## src/rtl/fp32_multiplier.sv

```systemverilog
// rtl/fp32_multiplier.sv - sequential binary32 multiplier, radix-4 shift-add, round-to-nearest-even
module fp32_multiplier (
    input  logic        clk,
    input  logic        rst,
    input  logic        in_valid,
    output logic        in_ready,
    input  logic [31:0] input_a,
    input  logic [31:0] input_b,
    output logic        out_valid,
    input  logic        out_ready,
    output logic [31:0] output_z
);

    typedef enum logic [2:0] {IDLE, MULT, NORM, ROUND, DONE} state_t;

    state_t state, state_next;

    logic               sign_q;
    logic signed [9:0]  exp_q;
    logic [23:0]        mant_a_q;
    logic [23:0]        mb_q;
    logic [25:0]        acc_q;
    logic [23:0]        lo_q;
    logic [3:0]         cnt_q;
    logic [22:0]        mant_q;
    logic               guard_q;
    logic               sticky_q;

    logic [7:0]  a_exp, b_exp;
    logic [22:0] a_frac, b_frac;
    logic        a_zero, b_zero, a_nan, b_nan, a_inf, b_inf;
    logic        in_sign;
    logic        special;
    logic [31:0] special_z;
    logic signed [9:0] exp_in;

    assign a_exp  = input_a[30:23];
    assign b_exp  = input_b[30:23];
    assign a_frac = input_a[22:0];
    assign b_frac = input_b[22:0];
    assign a_zero = (a_exp == 8'h00);
    assign b_zero = (b_exp == 8'h00);
    assign a_nan  = (a_exp == 8'hFF) && (a_frac != 23'd0);
    assign b_nan  = (b_exp == 8'hFF) && (b_frac != 23'd0);
    assign a_inf  = (a_exp == 8'hFF) && (a_frac == 23'd0);
    assign b_inf  = (b_exp == 8'hFF) && (b_frac == 23'd0);
    assign in_sign = input_a[31] ^ input_b[31];
    assign special = a_nan | b_nan | a_inf | b_inf | a_zero | b_zero;
    assign exp_in  = signed'({2'b00, a_exp}) + signed'({2'b00, b_exp}) - 10'sd127;

    // Denormal operands count as zero, so inf times a denormal is also NaN.
    always_comb begin
        special_z = {in_sign, 31'd0};
        if (a_nan || b_nan || (a_inf && b_zero) || (b_inf && a_zero)) begin
            special_z = 32'h7FC0_0000;
        end else if (a_inf || b_inf) begin
            special_z = {in_sign, 8'hFF, 23'd0};
        end
    end

    logic [25:0] addend;
    logic [25:0] step_sum;
    logic [47:0] product;

    always_comb begin
        addend = 26'd0;
        case (mb_q[1:0])
            2'd1:    addend = {2'b00, mant_a_q};
            2'd2:    addend = {1'b0, mant_a_q, 1'b0};
            2'd3:    addend = {2'b00, mant_a_q} + {1'b0, mant_a_q, 1'b0};
            default: addend = 26'd0;
        endcase
    end

    assign step_sum = acc_q + addend;
    assign product  = {acc_q[23:0], lo_q};

    logic              round_up;
    logic              carry;
    logic [22:0]       mant_r;
    logic signed [9:0] exp_r;
    logic [31:0]       round_z;

    assign round_up        = guard_q & (sticky_q | mant_q[0]);
    assign {carry, mant_r} = {1'b0, mant_q} + {23'd0, round_up};
    assign exp_r           = exp_q + signed'({9'd0, carry});

    always_comb begin
        round_z = {sign_q, exp_r[7:0], mant_r};
        if (exp_r >= 10'sd255) begin
            round_z = {sign_q, 8'hFF, 23'd0};
        end else if (exp_r <= 10'sd0) begin
            round_z = {sign_q, 31'd0};
        end
    end

    always_ff @(posedge clk or posedge rst) begin
        if (rst) begin
            state <= IDLE;
        end else begin
            state <= state_next;
        end
    end

    always_comb begin
        state_next = state;
        in_ready   = 1'b0;
        out_valid  = 1'b0;
        case (state)
            IDLE: begin
                in_ready = 1'b1;
                if (in_valid) begin
                    state_next = special ? DONE : MULT;
                end
            end
            MULT: begin
                if (cnt_q == 4'd11) begin
                    state_next = NORM;
                end
            end
            NORM:  state_next = ROUND;
            ROUND: state_next = DONE;
            DONE: begin
                out_valid = 1'b1;
                if (out_ready) begin
                    state_next = IDLE;
                end
            end
            default: state_next = IDLE;
        endcase
    end

    // Right-shifting accumulator: after 12 steps {acc[23:0], lo} holds the full product.
    always_ff @(posedge clk or posedge rst) begin
        if (rst) begin
            sign_q   <= 1'b0;
            exp_q    <= 10'sd0;
            mant_a_q <= 24'd0;
            mb_q     <= 24'd0;
            acc_q    <= 26'd0;
            lo_q     <= 24'd0;
            cnt_q    <= 4'd0;
            mant_q   <= 23'd0;
            guard_q  <= 1'b0;
            sticky_q <= 1'b0;
            output_z <= 32'd0;
        end else begin
            case (state)
                IDLE: begin
                    if (in_valid) begin
                        sign_q   <= in_sign;
                        exp_q    <= exp_in;
                        mant_a_q <= {1'b1, a_frac};
                        mb_q     <= {1'b1, b_frac};
                        acc_q    <= 26'd0;
                        lo_q     <= 24'd0;
                        cnt_q    <= 4'd0;
                        if (special) begin
                            output_z <= special_z;
                        end
                    end
                end
                MULT: begin
                    acc_q <= {2'b00, step_sum[25:2]};
                    lo_q  <= {step_sum[1:0], lo_q[23:2]};
                    mb_q  <= {2'b00, mb_q[23:2]};
                    cnt_q <= cnt_q + 4'd1;
                end
                NORM: begin
                    if (product[47]) begin
                        mant_q   <= product[46:24];
                        guard_q  <= product[23];
                        sticky_q <= |product[22:0];
                        exp_q    <= exp_q + 10'sd1;
                    end else begin
                        mant_q   <= product[45:23];
                        guard_q  <= product[22];
                        sticky_q <= |product[21:0];
                    end
                end
                ROUND: begin
                    output_z <= round_z;
                end
                default: begin
                end
            endcase
        end
    end

endmodule

```

## config.mk

```make
export PLATFORM = sky130hd
export DESIGN_NAME = fp32_multiplier
export DESIGN_NICKNAME = d
export VERILOG_FILES = /design/src/rtl/fp32_multiplier.sv
export SDC_FILE = /design/constraint.sdc
export NUM_CORES = 1
export LEC_CHECK = 0
export ABC_AREA = 1
export CAP_MARGIN = 20
export CORE_ASPECT_RATIO = 0.8
export CORE_MARGIN = 2
export CORE_UTILIZATION = 25
export CTS_BUF_LIST = sky130_fd_sc_hd__clkbuf_8
export DETAILED_ROUTE_END_ITERATION = 7
export PLACE_DENSITY = 0.45
export SETUP_SLACK_MARGIN = 0.1
export SLEW_MARGIN = 20
export SYNTH_ARGS = -nofsm -noshare
export SYNTH_HDL_FRONTEND = slang
export SYNTH_SLANG_ARGS = --single-unit
```

## constraint.sdc

```tcl
create_clock -name clk -period 7.6 [get_ports clk]
set_clock_uncertainty 0.1 [all_clocks]
set_input_delay 1.52 -clock clk [delete_from_list [all_inputs] [get_ports clk]]
set_output_delay 1.52 -clock clk [all_outputs]
set_load 0.02 [all_outputs]
```

==> flow_metrics.env <==
export IMPL_status="finished clean"
export IMPL_reg2reg_to="output_z[13]"
export IMPL_path_max_fanout=18
export IMPL_diodes=0
export IMPL_hold_depth=2
export IMPL_yosysSeqAreaShare_pct=36.22
export IMPL_htree_levels=4
export IMPL_irDropWorstVdd_v=0.0001486
export IMPL_hold_class="reg2reg"
export IMPL_period_needed_ns=4.537
export IMPL_comb_power_share_pct=61.1
export IMPL_io_pins=102
export IMPL_antenna_found_initial=0
export IMPL_routed_wl_mm=35.97
export IMPL_die_area_sq_mm=0.04902
export IMPL_syn_cell_area_sq_mm=0.01181
export IMPL_firstDrtPassIters=6
export IMPL_cp_start_kind="register"
export IMPL_cts_hold_buf=0
export IMPL_reg2reg_depth=25
export IMPL_ys_async_sr_fraction_pct=100.0
export IMPL_clkTransAtPathRegs_ns=0.10
export IMPL_synth_edf_count=0
export IMPL_drt_first_iter_violations=809
export IMPL_yosysWarnings=0
export IMPL_grt_max_degree=80
export IMPL_clockBufferDepth=2
export IMPL_die_height_um=198.4
export IMPL_sw_frac_of_total_pct=51.55
export IMPL_cp_num_buf_inv=1
export IMPL_cts_setup_buffers=0
export IMPL_cellLeakagePower_nw=6.427
export IMPL_avgSynthCellArea_sq_um=7.283
export IMPL_min_to="output_z[10]"
export IMPL_cts_resized=0
export IMPL_regToRegSetupSlack_ns=3.06
export IMPL_critical_path_top_delay_family="simple AND/OR/NAND/NOR gates"
export IMPL_grt_pass1_wl_mm=58.34
export IMPL_num_vias=10880
export IMPL_via_per_inst=4.661
export IMPL_mostFrequentLayoutCells="nand2_1 (385), inv_1 (232), dfrtp_1 (171), o21ai_0 (152), nor2_1 (126)"
export IMPL_place_ws_ns=3.026
export IMPL_max_freq_mhz=220.4
export IMPL_wl_per_cell_um=15.40
export IMPL_layout_setup_ws_ns=3.063
export IMPL_min_period_over_period_pct=59.69
export IMPL_fill_cells=5088
export IMPL_arrival_ns=4.81
export IMPL_final_common_cell="nand2_1"
export IMPL_yosysUniqueCellTypes=55
export IMPL_overflow=0
export IMPL_hold_start="output_z[10]"
export IMPL_clk_latency_ns=0.49
export IMPL_synth_fp_nets=1762
export IMPL_power_share_clock_pct=12.0
export IMPL_ys_ff_latch=171
export IMPL_io_buffers=101
export IMPL_start_util_pct=25.23
export IMPL_intPower_w=0.002830
export IMPL_slew_headroom_pct=45.44
export IMPL_layout_drive_gt1_share_pct=5.539
export IMPL_crit_path_end_kind="register"
export IMPL_clk_root_buffer_cell="clkbuf_8"
export IMPL_rr_startpoint="mant_q[0]"
export IMPL_crit_type="reg2reg"
export IMPL_clock_sinks=171
export IMPL_hold_viol=0
export IMPL_max_cap_viol_count=0
export IMPL_cts_tree="yes"
export IMPL_rsz0062_at_grt="no"
export IMPL_synth_flop_cell="dfrtp_1"
export IMPL_grt_pass1_vias=10550
export IMPL_tns_ns=0
export IMPL_fin_util_pct=29.65
export IMPL_p_sw_w=0.003012
export IMPL_cts_buffers_inserted=17
export IMPL_cpMaxStageDelayCell="o21ai_4"
export IMPL_grt_use_total_pct=15.11
export IMPL_syn_inst=1622
export IMPL_postRouteAntennaNets=0
export IMPL_setup_viol=0
export IMPL_cp_common_cell="nor2_1"
export IMPL_sequentialPowerShare_pct=26.9
export IMPL_critPathMaxStageDelay_ns=0.40
export IMPL_slew_viol_final=0
export IMPL_startpoint="mant_q[0]"
export IMPL_die_x_um=247.0
export IMPL_dp_hpwl_mm=27.42
export IMPL_cp_required_ns=7.87
export IMPL_core_area_sq_mm=0.04682
export IMPL_area_growth_pct=17.51
export IMPL_nets=1843
export IMPL_num_rows=71
export IMPL_gp_congestion=0.8450
export IMPL_power_density_mw_per_mm2=420.8
export IMPL_drc_errors=0
export IMPL_tightest_slew_ns=0.8184
export IMPL_total_power_w=0.005842
power by group through the flow:
stage / clock [W] / sequential (W) / combinational, W
after floorplan: 0 / 0.00158 / 0.00251
after global placement: 0 / 0.00159 / 0.00354
after detailed placement: 0 / 0.00159 / 0.00356
after CTS: 0.000731 / 0.00158 / 0.00358
after global routing: 0.000766 / 0.00163 / 0.00406
final: 0.000702 / 0.00157 / 0.00357
worst reg2reg max path: stages, from the launching register on:
cell and delay, ns:
dfrtp_1 0.39, nor2_1 0.05, nor2_1 0.11, ha_1 0.22, nand3_2 0.14, nor3_4 0.22, nand2_1 0.11, nor2_1 0.13
nand3_1 0.13, nor2_1 0.22, nand4_1 0.17, nor2_1 0.18, nand4_1 0.11, nor2_1 0.19, ha_1 0.23, ha_1 0.25
nand2_4 0.08, nor2_4 0.14, inv_2 0.06, nor2_4 0.09, xor2_2 0.21, nand3_1 0.15, o21ai_4 0.40, nor2_8 0.15
o221ai_1 0.12, nand2_1 0.08
synthesized netlist by cell type, types with 3 or more instances:
| cell | instances | area (sq um) |
|---|---|---|
| nand2_1 | 385 | 1445 |
| inv_1 | 231 | 867.1 |
| dfrtp_1 | 171 | 4279 |
| o21ai_0 | 152 | 760.7 |
| nor2_1 | 126 | 473.0 |
| a21oi_1 | 82 | 410.4 |
| nand3_1 | 70 | 350.3 |
| ha_1 | 69 | 863.3 |
| o211ai_1 | 44 | 330.3 |
| clkbuf_1 | 38 | 142.6 |
| o22ai_1 | 36 | 225.2 |
| nand4_1 | 18 | 112.6 |
| xor2_1 | 18 | 157.7 |
| o221ai_1 | 17 | 148.9 |
| nor3_1 | 14 | 70.07 |
| o21bai_1 | 13 | 97.59 |
| nand3_2 | 12 | 120.1 |
| o21ai_1 | 12 | 60.06 |
| a21o_1 | 11 | 82.58 |
| nor4_1 | 11 | 68.82 |
| or2_2 | 11 | 68.82 |
| inv_2 | 8 | 30.03 |
| nand3b_1 | 8 | 60.06 |
| buf_2 | 7 | 35.03 |
| a31oi_1 | 4 | 25.02 |
| nand2_2 | 4 | 25.02 |
| nand2_4 | 4 | 45.04 |
| nor2_2 | 4 | 25.02 |
| fa_1 | 3 | 60.06 |
| nor3_2 | 3 | 30.03 |
| nor3b_1 | 3 | 22.52 |
| o31ai_1 | 3 | 22.52 |
layer usage:
layer / global-route usage, % / vias to the layer above / part of all wire, %
met4: 4.217 / 0 / 1.6
met2: 23.48 / 186 / 44
met3: 1.875 / 27 / 3.0
li1: - / 5560 / -
met1: 21.93 / 5111 / 51
met5: 0 / - / 0
area by class of cell:
type	instances	area [sq um]	share of cell area [%]
clock inverters	12	148.9	1.073
inverters	241	909.6	6.552
repair buffers	110	1079	7.769
flip-flops and latches	171	4279	30.82
multi-input cells	1162	6429	46.31
well taps	620	775.7	5.588
clock buffers	19	261.5	1.884
flip-flops by register name, indices dropped and copies added (netlist names):
name and flops:
sign_q 1, state 3, mant_a_q 24, sticky_q 1, mb_q 24, lo_q 24
cnt_q 4, acc_q 24, mant_q 23, guard_q 1, exp_q 10, output_z 32
how the worst max path moves through the flow:
stage                         to  slack [ns]  cells after the start
detailed placement  output_z[31]        3.03                     10
finish              output_z[13]        3.06                     25
floorplan               acc_q[0]        1.35                      1
global placement    output_z[31]        3.03                     10
global route           acc_q[15]        2.55                     27
CTS                 output_z[13]        3.02                     26
per-stage QoR:
step	cells	hold slack [ns]	area [sq um]
global placement	2304	0.3579	13470
CTS	2335	0.3932	13880
finish	2335	0.3873	13880
global route	2335	0.4123	13880
floorplan	1622	0.3422	11810
detailed placement	2304	0.3689	13470
cells by family after synthesis:
logic type,after synthesis,synth area share [%]
flops,171,36.22
fa+ha+maj,72,7.816
compound gates,387,19.30
xor+xnor,21,1.684
buf+inv,289,9.415
simple gates,682,25.57
Power figures use the tool's default switching activity.
